[config.mk]
export PLATFORM = sky130hd
export DESIGN_NAME = priority_arbiter
export DESIGN_NICKNAME = d
export VERILOG_FILES = /design/src/rtl/priority_arbiter.sv
export SDC_FILE = /design/constraint.sdc
export NUM_CORES = 1
export LEC_CHECK = 0
export CAP_MARGIN = 20
export CELL_PAD_IN_SITES_DETAIL_PLACEMENT = 0
export CELL_PAD_IN_SITES_GLOBAL_PLACEMENT = 1
export CORE_UTILIZATION = 32
export DETAILED_ROUTE_END_ITERATION = 7
export PLACE_DENSITY = 0.68
export RECOVER_POWER = 100
export SLEW_MARGIN = 20
export SYNTH_ARGS = -nofsm -noshare
export SYNTH_HDL_FRONTEND = slang
export SYNTH_SLANG_ARGS = --single-unit
[constraint.sdc]
create_clock -name clk -period 5.2 [get_ports clk]
set_input_delay 0.52 -clock clk [delete_from_list [all_inputs] [get_ports clk]]
set_output_delay 0.52 -clock clk [all_outputs]
set_load 0.05 [all_outputs]
[src/rtl/priority_arbiter.sv]
// rtl/priority_arbiter.sv - N-way arbiter with registered one-hot grants, hold-until-release,
// optional round-robin rotation and a hold-timeout watchdog.
module priority_arbiter #(
    parameter int N        = 8,
    parameter int IDW      = 3,
    parameter int RR       = 0,
    parameter int MAX_HOLD = 64
) (
    input  logic           clk,
    input  logic           rst,
    input  logic [N-1:0]   req,
    output logic [N-1:0]   grant,
    output logic [IDW-1:0] grant_id,
    output logic           grant_valid,
    output logic           timeout
);

    localparam int CW = (MAX_HOLD < 2) ? 1 : $clog2(MAX_HOLD + 1);

    typedef enum logic {IDLE, GRANT} state_t;

    state_t         state, state_nx;
    logic [CW-1:0]  hold_cnt, hold_cnt_nx;
    logic [IDW-1:0] last_id, last_id_nx;
    logic [IDW-1:0] grant_id_nx;
    logic [IDW-1:0] win, cand;
    logic [N-1:0]   mask, mask_nx;
    logic [N-1:0]   elig;
    logic [N-1:0]   grant_nx;
    logic           grant_valid_nx;
    logic           timeout_nx;
    logic           found;

    // Round-robin search walks downward from last_id-1 and tests last_id itself last,
    // so the requester just served drops to lowest priority.
    always_comb begin
        elig  = req & ~mask;
        win   = '0;
        cand  = '0;
        found = 1'b0;
        if (RR == 0) begin
            for (int i = 0; i < N; i++) begin
                if (elig[i]) win = IDW'(i);
            end
        end else begin
            for (int k = 1; k <= N; k++) begin
                cand = IDW'((int'(last_id) + N - k) % N);
                if (!found && elig[cand]) begin
                    win   = cand;
                    found = 1'b1;
                end
            end
        end
    end

    always_comb begin
        state_nx       = state;
        grant_nx       = grant;
        grant_id_nx    = grant_id;
        grant_valid_nx = grant_valid;
        timeout_nx     = 1'b0;
        hold_cnt_nx    = hold_cnt;
        last_id_nx     = last_id;
        mask_nx        = mask & req;
        case (state)
            IDLE: begin
                if (|elig) begin
                    state_nx       = GRANT;
                    grant_nx       = N'(1) << win;
                    grant_id_nx    = win;
                    grant_valid_nx = 1'b1;
                    hold_cnt_nx    = CW'(1);
                    last_id_nx     = win;
                end
            end
            GRANT: begin
                // A release on the limit cycle wins over the watchdog.
                if (!req[grant_id]) begin
                    state_nx       = IDLE;
                    grant_nx       = '0;
                    grant_id_nx    = '0;
                    grant_valid_nx = 1'b0;
                end else if (MAX_HOLD != 0 && hold_cnt == CW'(MAX_HOLD)) begin
                    state_nx          = IDLE;
                    grant_nx          = '0;
                    grant_id_nx       = '0;
                    grant_valid_nx    = 1'b0;
                    timeout_nx        = 1'b1;
                    mask_nx[grant_id] = 1'b1;
                end else if (MAX_HOLD != 0) begin
                    hold_cnt_nx = hold_cnt + CW'(1);
                end
            end
            default: state_nx = IDLE;
        endcase
    end

    always_ff @(posedge clk or posedge rst) begin
        if (rst) begin
            state       <= IDLE;
            grant       <= '0;
            grant_id    <= '0;
            grant_valid <= 1'b0;
            timeout     <= 1'b0;
            hold_cnt    <= '0;
            last_id     <= '0;
            mask        <= '0;
        end else begin
            state       <= state_nx;
            grant       <= grant_nx;
            grant_id    <= grant_id_nx;
            grant_valid <= grant_valid_nx;
            timeout     <= timeout_nx;
            hold_cnt    <= hold_cnt_nx;
            last_id     <= last_id_nx;
            mask        <= mask_nx;
        end
    end

endmodule

=== Word level (Yosys, flattened, before mapping) ===
Index checks and enable logic that the tools add are counted.
W data, S select, Z words.

* Equal/unequal tests: 5
* Add/subtract/negate cells: 1
* Order comparisons: 2
* Multiplexer cells: 37
* Reductions and logical operators: 4
* Shift operators: 1
* Bitwise gates (word level): 5

{| class="wikitable"
|+ Operators with widths
! operator !! number
|-
| $mux W8 || 6
|-
| $mux W3 || 8
|-
| $mux W7 || 3
|-
| $and A8 B8 Y8 || 2
|-
| $pmux W8 S2 || 1
|-
| $pmux W7 S2 || 1
|-
| $mux W1 || 12
|-
| $not A8 Y8 || 1
|-
| $or A8 B8 Y8 || 1
|-
| $reduce_or A8 Y1 || 1
|-
| $shl A1 B3 Y8 const A || 1
|-
| $add A7 B1 Y7 const B || 1
|-
| $eq A7 B7 Y1 const B || 1
|-
| $pmux W3 S2 || 1
|-
| $lt A3 B4 Y1 const B || 1
|-
| $ne A2 B2 Y1 const B || 2
|-
| $pmux W1 S2 || 2
|-
| $bmux W1 S3 || 1
|-
| $demux W1 S3 || 1
|-
| $ge A3 B1 Y1 const B || 1
|-
| $ne A3 B2 Y1 const B || 1
|-
| $reduce_and A3 Y1 || 1
|-
| $mux W2 || 1
|-
| $ne A2 B1 Y1 const B || 1
|-
| 3 further kinds || 3
|}

* Input bits: 10
* Output and inout bits: 13
* Flip-flop bits (word level): 29
* Logic and storage cells: 62

=== Longest topological paths before layout ===
Gate-level depths: netlist of the first run.

* Word-level depth: 12
* Gate-level depth with buffers: 8
* Gate-level depth less buffers: 7

=== Least setup slack after synthesis of the first run ===
Ideal clock, no wire load.

* Path kind: register -> register
* Start: reg grant_id[0]
* End: reg mask[0]
* Arrival: 2.164 ns
* Required time: 5.079 ns
* Path buffers: 2
* Slack: 2.914 ns
* Period minus slack after synthesis: 2.286 ns
* Library setup time: 0.121 ns
* Cell stages (with the launch flop): 8
* Path through: dfrtp_1 > buf_6 > buf_8 > mux2_1 > mux4_2 > nand3_4 > inv_4 > a32o_2

* Longest elaborated chain between the ends: 8
* Elaborated cells on any way between the ends: 11
* Classes of those cells: order compare: 2; mux: 7; bitwise: 1; reduce/logical: 1

{| class="wikitable"
|+ Ends and longest elaborated chain
! item !! line !! source
|-
| start: declaration || 13 || <nowiki>output logic [IDW-1:0] grant_id,</nowiki>
|-
| start signal: assignment || 111 || <nowiki>grant_id <= grant_id_nx;</nowiki>
|-
| $lt A3 B4 Y1 (implied by the code) or $ge A3 B1 Y1 (tied branches) || 89 || <nowiki>mask_nx[grant_id] = 1'b1;</nowiki>
|-
| $logic_and A1 B1 Y1 (implied by the code) || 89 ||
|-
| $mux W1 (implied by the code) || 89 ||
|-
| $demux W1 S3 || 89 ||
|-
| $or A8 B8 Y8 (no source line) || -- ||
|-
| $mux W8 || 83 || <nowiki>end else if (MAX_HOLD != 0 && hold_cnt == CW'(MAX_HOLD)) begin</nowiki>
|-
| $mux W8 * || 78 || <nowiki>if (!req[grant_id]) begin</nowiki>
|-
| $mux W8 * || 65 || <nowiki>case (state)</nowiki>
|-
| via mask_nx[0] || 27 || <nowiki>logic [N-1:0] mask, mask_nx;</nowiki>
|-
| end signal: assignment || 116 || <nowiki>mask <= mask_nx;</nowiki>
|-
| end: declaration || 27 ||
|}

Mark *: on every way through the listed nets, which the timed path passes. The rest lies on a longest branch. The select of a mux whose other input is x is not followed.
A chain may end at the register's enable or synchronous reset.

=== Worst setup path in the final report of the first run ===
* Start: in req[1]
* End: reg grant[1]

* Longest elaborated chain between the ends: 11
* Elaborated cells on any way between the ends: 18
* Classes of those cells: eq/ne: 2; shift: 1; mux: 12; bitwise: 1; reduce/logical: 2

{| class="wikitable"
|+ Ends and longest elaborated chain
! item !! line !! source
|-
| start: declaration || 11 || <nowiki>input logic [N-1:0] req,</nowiki>
|-
| $and A8 B8 Y8 || 37 || <nowiki>elig = req & ~mask;</nowiki>
|-
| $mux W1 || 43 || <nowiki>if (elig[i]) win = IDW'(i);</nowiki>
|-
| $mux W2 || 43 ||
|-
| $mux W3 (5 in series) || 43 ||
|-
| $shl A1 B3 Y8 || 69 || <nowiki>grant_nx = N'(1) << win;</nowiki>
|-
| $mux W8 || 67 || <nowiki>if (|elig) begin</nowiki>
|-
| $pmux W8 S2 || 65 ||
|-
| end signal: assignment || 110 || <nowiki>grant <= grant_nx;</nowiki>
|-
| end: declaration || 12 || <nowiki>output logic [N-1:0] grant,</nowiki>
|}

Several ways; a longest one is shown, not always the timed one. The select of a mux whose other input is x is not followed.

==> results of run 1 <==
[per-stage QoR]
stage	instances	area, µm²	hold WS (ps)	setup slack, ps
4_1_cts	217	1880	484	2700
3_5_place_dp	210	1790	471	2490
3_3_place_gp	210	1790	471	2570
5_1_grt	217	1850	500	2270
2_1_floorplan	141	1550	451	2910
6_report	217	1850	481	2520
[sequential cells by signal (all words and copies together), names as in the netlist]
name	cells
grant_valid	1
grant_id	3
grant	8
state	1
mask	8
timeout	1
hold_cnt	7
[cell type report]
class	instances	area, µm²
fill	445	2650
tap	52	65.1
multi-input combinational	98	718
clock buffer	7	86.3
timing repair buffer	22	220
inverter	9	35.0
sequential	29	726
[cells by family (layout without fill, tap and decap cells)]
kind of cell	count (synthesis)	count (layout)	share of synthesized area (%)
adders and majority gates	2	2	1.61
AOI/OAI and AO/OA	30	30	15.3
buffers and inverters	14	38	5.47
and+or+nand+nor	51	51	19.4
xor gates and xnor gates	4	4	2.25
muxes	11	11	9.26
DFF	29	29	46.7
[final timing paths]
check	slack, ps	endpoint	cells after the start
setup / recovery	2520	grant[1]	6
hold / removal	480	mask[2]	1
setup reg to reg	2530	grant[1]	5
hold reg to reg	480	mask[2]	1
max in group asynchronous	3550	grant[4]	2
min in group asynchronous	970	mask[5]	2
[where the power goes]
part	leakage [nW]	switching, mW	internal [mW]
Sequential	0.389	0.0717	0.264
Combinational	0.435	0.210	0.128
Clock	0.0443	0.0802	0.105
Total	0.868	0.362	0.497
[placed cells by master (no fill, tap or decap), types with 3 or more instances in the layout]
master,Yosys,layout
dfrtp_1,29,29
dlygate4sd3_1,0,15
nor2_1,10,10
nand2_1,9,9
inv_1,8,8
nand2b_1,7,7
clkdlybuf4s50_1,0,7
clkbuf_8,0,6
mux2i_1,5,5
a21oi_1,5,5
o2bb2ai_1,5,5
nor2b_1,4,4
nand3_1,3,4
nor3_1,3,3
a21o_1,3,3
mux2_1,3,3
nand4_1,3,3
xor2_1,3,3
a32o_1,2,3
a32o_2,4,3
a22o_1,3,3
[layer usage]
layer | wire length, µm | vias to the layer above | GRT usage, %
met3 | 117 | 9 | 3.52
met4 | 65 | 0 | 6.10
met5 | 0 | - | 0
met2 | 1530 | 20 | 23.9
li1 | - | 561 | -
met1 | 1780 | 559 | 22.0
==> results.yml, run 1 <==
global_route:
  antenna_found_initial: 0
  grt_max_degree: 30
  grt_pass1_wl_um: 6150
  grt-ovfl-total: 0
  track_usage_pct: 15.8
  grt_pass1_vias: 1203
logic_synthesis:
  ys_types: 42
  yosys.area.top_type: "dfrtp_1"
  yosysMostFrequentCell: "dfrtp_1"
  netlist_top_cells_count: "29 x dfrtp_1, 10 x nor2_1, 9 x nand2_1"
  ys.flop_type: "dfrtp_1"
  avgSynthCellArea_um2: 11.0
  synth_area_um2: 1550
  synth_top_area_share_pct: 46.7
  syn_nets: 153
  ys_ff_latch: 29
  synthTopCellsByArea: "dfrtp_1 47%, mux2i_1 3.2%, a32o_2 2.9%, mux4_2 2.9%, nand2b_1 2.8%"
  synth-async-reset-ratio_pct: 100
  synth_cells: 141
  synth_edf_count: 0
  ys_warn_count: 0
  yosysSeqAreaShare_pct: 46.7
die:
  dieWidth_um: 71.7
  fp.dieH_um: 71.7
  die-area_um2: 5140
  core_area_um2: 4500
  initial_core_util_pct: 34.5
  rows: 24
  ios: 23
layout:
  drive_above_1_share_pct: 9.09
  syn_to_final_growth_pct: 19.1
  insertedDiodeCount: 0
  nets: 177
  utilization_pct: 41.1
sta:
  hold_viol_final: 0
  fmax_mhz: 374
  maxSlewHeadroom_pct: 24.8
  tightest_slew_ps: 1130
  setup_viol: 0
  worst_clock_skew_ps: 6.15
  final.min_clock_period_ps: 2680
  setup_tns_ps: 0
  finalCritPeriodShare_pct: 51.5
  maxSlewViolCount: 0
  rsz0062_at_grt: "no"
pwr:
  powerDensity_nw_per_um2: 464
  p_total_mw: 0.858
  peakVddDrop_v: 0.000328
  leakage_nw: 0.868
drt:
  vias: 1149
  drt_iter0_drc: 38
  drt-total-wl_um: 3500
  drc: 0
  wl_per_cell_um: 16.1
  ant_nets: 0
  viasPerCell: 5.29
  first_pass_iters: 4
placement:
  globalplace.congestion: 0.795
  hpwl_um: 2530
  port_buffers: 22
worst_setup_path:
  crit_chain: "dlygate4sd3_1 > mux2i_1 > mux4_2 > nor3b_1 > nand2b_1 > a22o_1"
  slowest_stage: "dlygate4sd3_1"
  path_max_fanout: 11
  critPathTopFamily: "simple AND/OR/NAND/NOR gates"
  required_ps: 5410
  critical_path.max_stage_delay_ps: 590
  cp-end-kind: "register"
  cp-start-kind: "primary input"
  critical_path_buf_inv_count: 1
  cp-startpoint: "req[1]"
  path_class: "in2reg"
  timing.rr.start: "grant_id[0]"
  arrival_ps: 2890
hold_path:
  min_path_type: "reg2reg"
  min_from: "mask[2]"
clock_network:
  cts.sinks: 29
  clk_pin_slew_ps: 60
  ctsHoldBuffers: 0
  numCtsBuffers: 5
  cts_setup_buffers: 0
  clkLatencyLatePin_ps: 280
  cts_tree: "built"
  htreeDepth: 2
  root_buffer: "clkbuf_8"
  clk_path_buf_depth: 2
  ctsResizeCount: 0
status:
  status: "complete, no violations"
flow_run:
  maxCapViolCount: 0
No activity file was read; power rests on OpenSTA's default activity.
==> inputs of run 2 (changes only) <==
==> constraint.sdc (replaced) <==
create_clock -name clk -period 2.75 [get_ports clk]
set_input_delay 0.275 -clock clk [delete_from_list [all_inputs] [get_ports clk]]
set_output_delay 0.275 -clock clk [all_outputs]
set_load 0.05 [all_outputs]
==> run 2 against run 1 <==
The flow now finishes with violations (max-capacitance violations, max-slew violations). Critical path type is now reg2reg. Via count down 1.3%. Critical endpoint unchanged. Clock-buffer cell count unchanged. Routed wire length down 0.86%. Die area unchanged. Sequential power up 88%. Critical path depth down 1. Sequential share of layout area down 0.52 points. Clock skew down 0.77 ps. Core utilization up 0.56 points. Worst hold slack worse by 5.1 ps. Global-route usage down 0.26 points. Highest routed layer unchanged.
==> results.yml, run 2 (same netlist as run 1, synthesis figures left out) <==
status:
  status: "finished, violations left"
  violations: "max-capacitance violations, max-slew violations"
worst_setup_path:
  path_max_fanout: 15
  critical_path_buf_inv_count: 0
  required_ps: 2960
  crit_chain: "mux2i_1 > mux4_2 > nor3b_4 > nand2b_1 > a22o_1"
  arrival_ps: 2640
  critical_path.max_stage_delay_ps: 760
  path_class: "reg2reg"
  slowest_stage: "dfrtp_1"
  critPathTopFamily: "flip-flops"
  cp-start-kind: "register"
  cp-end-kind: "register"
clock_network:
  numCtsBuffers: 5
  cts_setup_buffers: 0
  root_buffer: "clkbuf_8"
  clkLatencyLatePin_ps: 280
  ctsHoldBuffers: 0
  cts_tree: "built"
  cts.sinks: 29
  htreeDepth: 2
  clk_path_buf_depth: 2
  clk_pin_slew_ps: 60
  ctsResizeCount: 0
global_route:
  antenna_found_initial: 0
  grt_max_degree: 30
  grt_pass1_wl_um: 6100
  grt_pass1_vias: 1254
  track_usage_pct: 15.5
  grt-ovfl-total: 0
sta:
  maxSlewHeadroom_pct: -6.16
  maxSlewViolCount: 30
  hold_viol_final: 0
  finalCritPeriodShare_pct: 88.2
  final.min_clock_period_ps: 2430
  setup_tns_ps: 0
  tightest_slew_ps: 1590
  rsz0062_at_grt: "no"
  worst_clock_skew_ps: 5.37
  fmax_mhz: 412
  setup_viol: 0
placement:
  hpwl_um: 2540
  globalplace.congestion: 0.803
  dpl.cell_count: 212
  placed_area_um2: 1810
  port_buffers: 22
layout:
  fill_cells: 446
  drive_above_1_share_pct: 10.8
  insertedDiodeCount: 0
  multi_input_area_um2: 731
  final-instance-count-excl-fill: 219
  nets: 179
  seq_area_um2: 726
  final_cell_area_um2: 1880
  top_regs: "grant x8, mask x8, hold_cnt x7"
  syn_to_final_growth_pct: 20.7
  layout_commonest_cell: "dfrtp_1"
  utilization_pct: 41.6
  final_cell_mix: "29 x dfrtp_1, 14 x dlygate4sd3_1, 10 x nor2_1"
die:
  ios: 23
  fp.dieH_um: 71.7
  rows: 24
  die-area_um2: 5140
  dieWidth_um: 71.7
  initial_core_util_pct: 34.5
  core_area_um2: 4500
drt:
  viasPerCell: 5.18
  drc: 0
  drt_iter0_drc: 59
  first_pass_iters: 4
  vias: 1134
  drt-total-wl_um: 3470
  ant_nets: 0
  wl_per_cell_um: 15.8
hold_path:
  min_path_type: "reg2reg"
pwr:
  powerDensity_nw_per_um2: 875
  peakVddDrop_v: 0.000548
  leakage_nw: 0.891
  p_total_mw: 1.64
flow_run:
  maxCapViolCount: 1
run 2: worst reg2reg max path: stages, from the launching register on:
cell      delay, ps
dfrtp_1         760
mux2i_1         170
mux4_2          540
nor3b_4         290
nand2b_1        400
a22o_1          210
run 2: layer usage:
layer	global-route usage, %	up-vias	share of wire [%]
met3	4.50	4	3.9
met5	0	-	0
li1	-	562	-
met4	4.58	0	0.78
met1	20.9	546	49
met2	24.3	22	46
run 2: cell type report:
class	instances	area share [%]
Clock buffer	7	4.60
Timing Repair Buffer	24	12.3
Tap cell	52	3.47
Sequential cell	29	38.7
Inverter	9	1.93
Multi-Input combinational cell	98	39.0
run 2: stage by stage:
step                      setup WS [ps]  hold slack (ps)
after global placement              357              471
after CTS                           310              381
final                               323              476
after floorplan                     464              353
after global routing                123              499
after detailed placement            285              469
run 2: worst paths after layout:
path / from / cells past startpoint / slack [ps] / end
min in group asynchronous: rst / 3 / 980 / mask[0]
hold / removal: grant[6] / 1 / 480 / grant[6]
hold reg to reg: grant[6] / 1 / 480 / grant[6]
setup reg to reg: grant_id[0] / 5 / 320 / grant[1]
max in group asynchronous: rst / 3 / 840 / grant[5]
setup / recovery: grant_id[0] / 5 / 320 / grant[1]
run 2: power breakdown:
group	internal (mW)	switching [mW]	leakage (nW)
clock network	0.198	0.150	0.0443
registers	0.499	0.133	0.389
logic	0.264	0.397	0.458
total	0.961	0.680	0.891
